<file path="config.mk">
export PLATFORM = sky130hd
export DESIGN_NAME = seg7_scan_display
export DESIGN_NICKNAME = d
export VERILOG_FILES = /design/src/rtl/seg7_pkg.sv /design/src/rtl/hex_to_seg7.sv /design/src/rtl/seg7_scan_display.sv
export SDC_FILE = /design/constraint.sdc
export NUM_CORES = 1
export LEC_CHECK = 0
export CAP_MARGIN = 10
export CORE_MARGIN = 3
export CORE_UTILIZATION = 48
export CTS_BUF_LIST = sky130_fd_sc_hd__clkbuf_4 sky130_fd_sc_hd__clkbuf_8
export DETAILED_ROUTE_END_ITERATION = 8
export HOLD_SLACK_MARGIN = 0.06
export PLACE_DENSITY_LB_ADDON = 0.25
export SYNTH_ARGS = -nofsm -noshare
export SYNTH_HDL_FRONTEND = slang
export SYNTH_SLANG_ARGS = --single-unit
</file>
<file path="constraint.sdc">
create_clock -name clk_in -period 4.9 [get_ports clk_in]
set_input_delay 0.735 -clock clk_in [delete_from_list [all_inputs] [get_ports clk_in]]
set_output_delay 0.735 -clock clk_in [all_outputs]
set_load 0.05 [all_outputs]
</file>
<file path="src/rtl/seg7_pkg.sv">
// Shared constants for the eight-digit time-multiplexed seven-segment driver.
package seg7_pkg;

    localparam int NUM_DIGITS = 8;
    localparam logic [7:0] SEG_OFF = 8'hFF;

    // Active-low g,f,e,d,c,b,a patterns for hex 0..F; the dp bit is added by the caller.
    localparam logic [6:0] HEX_SEG [16] = '{
        7'h40, 7'h79, 7'h24, 7'h30, 7'h19, 7'h12, 7'h02, 7'h78,
        7'h00, 7'h10, 7'h08, 7'h03, 7'h46, 7'h21, 7'h06, 7'h0E
    };

endpackage

</file>
<file path="src/rtl/hex_to_seg7.sv">
// Combinational hex nibble to active-low seven-segment pattern (no decimal point).
module hex_to_seg7
    import seg7_pkg::*;
(
    input  logic [3:0] nibble,
    output logic [6:0] seg
);

    always_comb begin
        seg = HEX_SEG[nibble];
    end

endmodule

</file>
<file path="src/rtl/seg7_scan_display.sv">
// Eight-digit scanned hex display; the shown value only changes at frame boundaries
// so a scan never mixes old and new data.
module seg7_scan_display
    import seg7_pkg::*;
#(
    parameter int unsigned SCAN_DIV = 100_000,
    parameter bit          BLANK_LZ = 1'b0
) (
    input  logic        clk_in,
    input  logic        reset,
    input  logic        cs,
    input  logic [31:0] i_data,
    input  logic [7:0]  i_dp,
    output logic [7:0]  o_seg,
    output logic [7:0]  o_sel,
    output logic        o_frame
);

    localparam int unsigned CNT_W = (SCAN_DIV > 1) ? $clog2(SCAN_DIV) : 1;
    localparam logic [CNT_W-1:0] CNT_LAST = CNT_W'(SCAN_DIV - 1);

    logic [CNT_W-1:0] cnt_q, cnt_d;
    logic [2:0]       idx_q, idx_d;
    logic [31:0]      pend_q, pend_d;
    logic [31:0]      disp_q, disp_d;
    logic             boundary_q, boundary_d;
    logic [7:0]       seg_q, seg_d;
    logic [7:0]       sel_q, sel_d;
    logic             frame_q, frame_d;

    logic             digit_end;
    logic             blank;
    logic [3:0]       nibble;
    logic [6:0]       hex_seg;

    always_comb begin
        digit_end  = (cnt_q == CNT_LAST);
        boundary_d = digit_end && (idx_q == 3'(NUM_DIGITS - 1));
        cnt_d      = digit_end ? '0 : cnt_q + 1'b1;
        idx_d      = digit_end ? idx_q + 3'd1 : idx_q;
        pend_d     = cs ? i_data : pend_q;
        disp_d     = disp_q;
        // A write landing on the boundary itself bypasses pend so the newest value wins.
        if (boundary_d) begin
            disp_d = cs ? i_data : pend_q;
        end
    end

    hex_to_seg7 u_hex_to_seg7 (
        .nibble (nibble),
        .seg    (hex_seg)
    );

    always_comb begin
        nibble  = disp_q[{idx_q, 2'b00} +: 4];
        blank   = BLANK_LZ && (idx_q != 3'd0) && ((disp_q >> {idx_q, 2'b00}) == 32'd0);
        sel_d   = ~(8'b1 << idx_q);
        seg_d   = blank ? SEG_OFF : {~i_dp[idx_q], hex_seg};
        // Delayed one cycle so the pulse lines up with the first digit-0 output of the frame.
        frame_d = boundary_q;
    end

    always_ff @(posedge clk_in or posedge reset) begin
        if (reset) begin
            cnt_q      <= '0;
            idx_q      <= '0;
            pend_q     <= '0;
            disp_q     <= '0;
            boundary_q <= 1'b0;
            seg_q      <= SEG_OFF;
            sel_q      <= 8'hFF;
            frame_q    <= 1'b0;
        end else begin
            cnt_q      <= cnt_d;
            idx_q      <= idx_d;
            pend_q     <= pend_d;
            disp_q     <= disp_d;
            boundary_q <= boundary_d;
            seg_q      <= seg_d;
            sel_q      <= sel_d;
            frame_q    <= frame_d;
        end
    end

    assign o_seg   = seg_q;
    assign o_sel   = sel_q;
    assign o_frame = frame_q;

endmodule

</file>
* Yosys cells after proc, flatten, opt, wreduce, memory -nomap -nowiden
Memory sizes are Yosys's and may differ from the RTL's. A register that Yosys moved wholly into a read port is not among the register bits. Cells that the tools add are included.
Operators by class: add/sub/neg operators 2, magnitude comparators 2, eq/ne operators 2, shift-type cells 2, mux-type cells 6, bitwise logic cells 3, reductions and logical operators 1
Operators with widths (number):
- 2-to-1 mux 32 bit | 1
- variable part select 32 x 6 -> 4 bit | 1
- adder 17 x 1 -> 17 bit, second input constant | 1
- == test 17 bit, second input constant | 1
- 2-to-1 mux 17 bit | 1
- 2-to-1 mux 7 bit | 2
- inverter 8 bit | 1
- << shifter 1 x 3 -> 8 bit, first input constant | 1
- greater-or-equal comparator 5 bit, second input constant | 1
- inverter 4 -> 5 bit | 1
- < comparator 3 x 4 -> 1 bit, second input constant | 1
- adder 3 x 1 -> 3 bit, second input constant | 1
- binary-select mux 1 bit (select 3 bit) | 1
- == test 3 bit, second input constant | 1
- logical AND 1 bit | 1
- 2-to-1 mux 1 bit | 1
- inverter 1 bit | 1
Word-level totals: register bits after elaboration 102, ROM bits 112, input port bits 43, output and inout port bits 17, word-level logic and storage cells 27, memories kept 1
Memories:
- (name not given) | depth 16, width 7, read ports 1, clocked after Yosys merged registers in 1, write ports 0, RTL line hex_to_seg7.sv:10 | seg = HEX_SEG[nibble];

* Logic depth before layout (Yosys ltp)
Gate-level depths: netlist (run 1).
depth after elaboration 5, gate-level depth with buffers 8, mapped depth without buffers 7

* Cells and area by module
Synthesis (run 1) repeated with hierarchy kept, for this count alone.
Second synthesis, totals: cells, all modules 315, area total of the unflattened synthesis 4566.9 µm²
Modules (own cells, without submodules):
- seg7_scan_display | times used 1, cells each 282, area an instance 4292.9 µm², seq. area each 2572.5 µm²
- hex_to_seg7 | times used 1, cells each 33, area an instance 274.0 µm², seq. area each 0.0 µm²

* Least setup slack after synthesis (run 1)
Ideal clock, no wire load.
path type register -> register, from register idx_q[0], to register seg_q[0] (netlist: o_seg[0]), data arrival time 2.176 ns, required time 4.818 ns, path slack 2.642 ns, stages on the path, launching flop included 8, path buffers 1, period minus slack after synthesis 2.258 ns, cells stage by stage dfrtp_1 buf_4 mux4_2 mux2i_1 inv_1 ha_1 and3_1 a211o_1
On the way: cells in the longest elaborated chain, start to end 2
Ends and longest elaborated chain:
- from (decl) | RTL line seg7_scan_display.sv:23 | logic [2:0] idx_q, idx_d;
- from (signal assigned) | RTL line seg7_scan_display.sv:75 | idx_q <= idx_d;
- variable part select 32 x 6 -> 4 bit | RTL line seg7_scan_display.sv:55 | nibble = disp_q[{idx_q, 2'b00} +: 4];
- inverter 4 -> 5 bit (implied by the code) | RTL line hex_to_seg7.sv:10
- to (decl) | RTL line seg7_scan_display.sv:27 | logic [7:0] seg_q, seg_d;
Every way passes these cells. A chain may end at the register's enable or synchronous reset.

* Worst setup path in the final report (run 1)
from register cnt_q[11], to register disp_q[24]
On the way: cells in the longest elaborated chain, start to end 2
Ends and longest elaborated chain:
- from (decl) | RTL line seg7_scan_display.sv:22 | logic [CNT_W-1:0] cnt_q, cnt_d;
- from (signal assigned) | RTL line seg7_scan_display.sv:74 | cnt_q <= cnt_d;
- == test 17 bit | RTL line seg7_scan_display.sv:37 | digit_end = (cnt_q == CNT_LAST);
- logical AND 1 bit | RTL line seg7_scan_display.sv:38 | boundary_d = digit_end && (idx_q == 3'(NUM_DIGITS - 1));
- to (signal assigned) | RTL line seg7_scan_display.sv:77 | disp_q <= disp_d;
- to (decl) | RTL line seg7_scan_display.sv:25 | logic [31:0] disp_q, disp_d;
Every way passes these cells.

==> results of run 1 <==
## worst paths after layout
check	start	end	cells after the start
min	boundary_q	o_frame	0
max in group asynchronous	reset	o_seg[4]	3
max	cnt_q[11]	disp_q[24]	4
max reg2reg	cnt_q[11]	disp_q[24]	4
min reg2reg	boundary_q	o_frame	0
min in group asynchronous	reset	pend_q[28]	2
## state kept, by name, indices dropped and copies added (netlist names)
| name | flops |
|---|---|
| pend_q | 32 |
| boundary_q | 1 |
| o_sel | 8 |
| idx_q | 3 |
| o_seg | 8 |
| cnt_q | 17 |
| disp_q | 32 |
| o_frame | 1 |
## routing by layer
layer	global-route usage (%)	part of all wire, %
met1	22.5	49
met5	0	0
met2	24.7	46
met3	3.35	3.9
met4	3.99	0.56
## final cells by class
| type | count | area [µm²] |
|---|---|---|
| Fill cell | 783 | 3820 |
| Tap cell | 129 | 161 |
| Clock buffer | 13 | 160 |
| Sequential cell | 102 | 2570 |
| Timing Repair Buffer | 61 | 606 |
| Clock inverter | 3 | 43.8 |
| Multi-Input combinational cell | 179 | 1880 |
| Inverter | 10 | 40.0 |
## logic make-up (layout without fill, tap and decap cells)
group | Yosys count | in the layout | synth area share, %
AOI/OAI and AO/OA | 11 | 11 | 1.49
adders and majority gates | 13 | 13 | 3.53
buffers and inverters | 24 | 87 | 3.39
muxes | 88 | 88 | 26.6
DFF | 102 | 102 | 55.8
xor gates and xnor gates | 15 | 15 | 2.85
and+or+nand+nor | 52 | 52 | 6.35
## power by group through the flow
stage          Sequential (mW)  Combinational [mW]  Clock, mW
6_report                 0.875               0.102      0.537
3_5_place_dp             0.891               0.105          0
3_3_place_gp             0.890               0.103          0
5_1_grt                  0.878               0.113      0.585
2_1_floorplan            0.890              0.0517          0
4_1_cts                  0.875               0.105      0.553
## placed cells by master, fill, tap and decap left out, types with 8 or more instances in the layout
master | netlist | layout
xnor2_1 | 10 | 10
nand2_1 | 12 | 12
dfstp_2 | 16 | 16
ha_1 | 13 | 13
mux2i_1 | 9 | 9
mux2_4 | 29 | 29
dfrtp_1 | 86 | 86
nor2_1 | 9 | 9
mux4_2 | 10 | 10
inv_1 | 9 | 8
clkbuf_8 | 0 | 10
clkdlybuf4s50_1 | 0 | 59
nand3_1 | 11 | 11
mux2_2 | 38 | 38
## worst register-to-register path: stages, from the launching register on
cell and delay, ps:
dfrtp_1 430, or4_4 560, nor4_4 320, and3_2 920, mux2_2 430
## stage by stage
stage / hold slack [ps] / cell area (µm²) / cells / utilization, %
2_1_floorplan: 331 / 4610 / 305 / -
3_3_place_gp: 366 / 5260 / 481 / 56.7
3_5_place_dp: 351 / 5260 / 481 / 56.7
4_1_cts: 373 / 5460 / 497 / 58.9
5_1_grt: 384 / 5460 / 497 / 58.9
6_report: 366 / 5460 / 497 / 58.9
==> impl_metrics.ini, run 1 <==
[timing]
rsz0062_at_grt = no
skew_ps = 10.0
max_freq_ghz = 0.361
post-route-min-period_ps = 2770
fin_tns_setup_ps = 0
relSlewSlack_pct = 31.5
fin_ws_ps = 2130
finalHoldViolations = 0
maxSlewViolCount = 0
setup_violations = 0
worst_pin_slew_ps = 1030
finalCritPeriodShare_pct = 56.5

[die]
fp-row-count = 35
chipWidth_um = 104
initial_utilization_pct = 49.6
die-area_um2 = 10800
die_h_um = 104
core-area_um2 = 9280
num_io_pins = 60

[logic_synthesis]
synthArstFlopShare_pct = 100
synth_area_um2 = 4610
synth-seq-cells = 102
synth.area.top_cells = dfrtp_1 47%, mux2_4 9.4%, mux2_2 9.3%
syn_avg_cell_area_um2 = 15.1
synth_cells = 305
yosysTopAreaCell = dfrtp_1
yosys.cell_count.top_type = dfrtp_1
synth.distinct_cells = 42
synth_top_cell_area_share_pct = 46.7
synth_enable_flop_cells = 0
synthesis.nets = 361
yosysWarnings = 0
synthFlopType = dfrtp_1
synth-seq-area-share_pct = 55.8
ys_top_cells_by_count = 86 x dfrtp_1, 38 x mux2_2, 29 x mux2_4, 16 x dfstp_2, 13 x ha_1

[setup_path]
worst-path-max-fanout = 33
cp_slowest_stage_delay_ps = 920
cp.arrival_ps = 3010
cp-end-kind = flop
crit_type = reg -> reg
crit_family = simple AND/OR/NAND/NOR gates
r2r_slack_ps = 2130
crit_path_start_kind = flop
required_ps = 5140
path_buf_inv = 0
slowest_stage = and3_2
path_cells = or4_4 > nor4_4 > and3_2 > mux2_2

[detailed_routing]
routed-via-count = 2499
first_pass_iters = 4
totalWireLength_um = 7910
post_drt_wl_per_cell_um = 15.9
drtAntennaViolNets = 0
drc = 0
routed_via_density = 5.03
initialDrtViolationCount = 78

[clock_tree]
cts_resized = 0
numCtsBuffers = 9
clkTransAtPathRegs_ps = 100
cts_tree = done
cts_setup_buffers = 0
cts_buffer_depth = 2
ctsHoldBuffers = 0
htree_levels = 3
clock_latency_ps = 350
cts_root_buf = clkbuf_8
clock_sinks = 102

[global_route]
grt_max_degree = 64
antenna_found_initial = 0
overflow = 0
grt_pass1_vias = 2675
grt_first_pass_wirelength_um = 13700
grt_usage_pct = 15.7

[pwr]
power_frac_comb_pct = 6.7
switching_power_mw = 0.320
p_per_area_nw_per_um2 = 277
power_mw = 1.51
irDropWorstVdd_mv = 0.124
p_sw_share_pct = 21.1
power.internal_mw = 1.19
p_seq_share_pct = 57.8
power_leakage_nw = 2.40
clockPowerShare_pct = 35.5

[finish]
area_growth_pct = 18.6
drive_gt1_share_pct = 33.2
finalNetCount = 419
diodes = 0

[place]
io_buffers = 59
gp_congestion = 0.774
dpl.hpwl_um = 5600
dp_slack_ps = 2150

[run_status]
status = completed

[worst_hold_path]
hold_class = reg -> reg

[job]
drv_cap = 0
Power figures use the tool's default switching activity.
==> run 2, diff against run 1 <==
clock period = 2.7 ns   (was 4.9 ns; I/O delays follow)
==> run 2 against run 1 <==
  * Core utilization is 1.1 points higher
  * Critical endpoint is now o_seg[0]
  * Sequential power grew 82%
  * Critical path depth rose by 3
  * Setup slack got worse by 1800 ps
  * Cell count is 1.2% higher
  * Register-to-register slack lost 1800 ps
  * Wire length down 1.2%
  * Sequential share of layout area is 0.89 points lower
  * First-iteration DRC count up 53%
==> impl_metrics.ini, run 2 (synthesis gave the netlist of run 1 again) <==
[detailed_routing]
drtAntennaViolNets = 0
routed_via_density = 5.01
routed-via-count = 2518
initialDrtViolationCount = 119
totalWireLength_um = 7820
first_pass_iters = 4
drc = 0
post_drt_wl_per_cell_um = 15.5

[finish]
finalNetCount = 425
area_growth_pct = 20.9
diodes = 0
drive_gt1_share_pct = 34.2
reg_top3 = disp_q: 32 flops, pend_q: 32 flops, cnt_q: 17 flops
mostFrequentLayoutCell = dfrtp_1
layout_common_cells = 86 x dfrtp_1, 59 x clkdlybuf4s50_1, 38 x mux2_2

[setup_path]
crit_type = reg -> reg
cp-end-kind = flop
crit_path_start_kind = flop
worst-path-max-fanout = 11
cp.arrival_ps = 2630
required_ps = 2990

[die]
num_io_pins = 60
chipWidth_um = 104
fp-row-count = 35
core-area_um2 = 9280
die_h_um = 104
initial_utilization_pct = 49.6
die-area_um2 = 10800

[clock_tree]
clkTransAtPathRegs_ps = 100
htree_levels = 3
clock_sinks = 102
cts_setup_buffers = 0
cts_resized = 0
cts_buffer_depth = 2
cts_root_buf = clkbuf_8
clock_latency_ps = 360
cts_tree = done
numCtsBuffers = 9
ctsHoldBuffers = 0

[timing]
post-route-min-period_ps = 2340
fin_tns_setup_ps = 0
max_freq_ghz = 0.428
rsz0062_at_grt = no
worst_pin_slew_ps = 698
maxSlewViolCount = 0
setup_violations = 0
whs_ps = 369
finalCritPeriodShare_pct = 86.5
skew_ps = 6.82
finalHoldViolations = 0
relSlewSlack_pct = 53.4

[place]
io_buffers = 59
gp_congestion = 0.773
dpl.hpwl_um = 5500

[pwr]
clockPowerShare_pct = 37.7
switching_power_mw = 0.624
power_frac_comb_pct = 6.6
p_sw_share_pct = 21.9
p_per_area_nw_per_um2 = 511
power_leakage_nw = 2.44
irDropWorstVdd_mv = 0.249
power.internal_mw = 2.22
p_seq_share_pct = 55.8

[global_route]
antenna_found_initial = 0
grt_usage_pct = 15.6
grt_max_degree = 41
grt_first_pass_wirelength_um = 13500
overflow = 0
grt_pass1_vias = 2625

[run_status]
status = completed

[job]
drv_cap = 0

[worst_hold_path]
hold_class = reg -> reg
==> run 2: cell count changes in the layout (fill, tap and decap cells not counted), moves of 2 or more <==
cell	change
clkbuf_4	-2
clkinvlp_4	+2
buf_12	+3
buf_4	+3
==> run 2: path summary, 6_finish.rpt <==
check / slack, ps / start / endpoint / depth (start not counted)
hold reg to reg: 370 / boundary_q / o_frame / 0
setup reg to reg: 360 / idx_q[0] / o_seg[0] / 7
min in group asynchronous: 490 / reset / o_frame / 2
setup / recovery: 360 / idx_q[0] / o_seg[0] / 7
hold / removal: 370 / boundary_q / o_frame / 0
max in group asynchronous: 1520 / reset / o_sel[3] / 3
==> run 2: layout make-up <==
class / count / area, µm²
multi-input combinational: 179 / 1880
inverter: 10 / 41.3
fill: 747 / 3710
tap: 129 / 161
clock inverter: 6 / 93.8
clock buffer: 10 / 131
sequential: 102 / 2570
timing repair buffer: 67 / 688
==> run 2: critical path: stages (launching register included) <==
cell,delay [ps]
dfrtp_1,420
buf_4,250
mux4_2,510
mux2i_1,350
inv_1,110
ha_1,240
and3_1,150
a211o_1,230
==> run 2: stage by stage <==
| stage | setup slack, ps | util [%] | power [mW] | area, µm² | instances |
|---|---|---|---|---|---|
| finish | 364 | 60.0 | 2.85 | 5570 | 503 |
| global route | 166 | 60.0 | 2.95 | 5570 | 503 |
| CTS | 344 | 60.0 | 2.88 | 5570 | 503 |
| detailed placement | 379 | 57.6 | 1.81 | 5340 | 487 |
| global placement | 454 | 57.6 | 1.81 | 5340 | 487 |
| floorplan | 442 | - | 1.71 | 4610 | 305 |
==> run 2: power groups by stage <==
stage / combinational [mW] / sequential, mW / clock [mW]
after detailed placement: 0.192 / 1.62 / 0
final: 0.188 / 1.59 / 1.07
after global routing: 0.208 / 1.59 / 1.15
after floorplan: 0.0943 / 1.62 / 0
after CTS: 0.194 / 1.59 / 1.10
after global placement: 0.191 / 1.62 / 0
==> run 2: routing by layer <==
| layer | GRT usage, % | wire, µm |
|---|---|---|
| met5 | 0 | 0 |
| met4 | 6.55 | 148 |
| met3 | 3.35 | 239 |
| met1 | 22.8 | 3830 |
| met2 | 22.7 | 3600 |
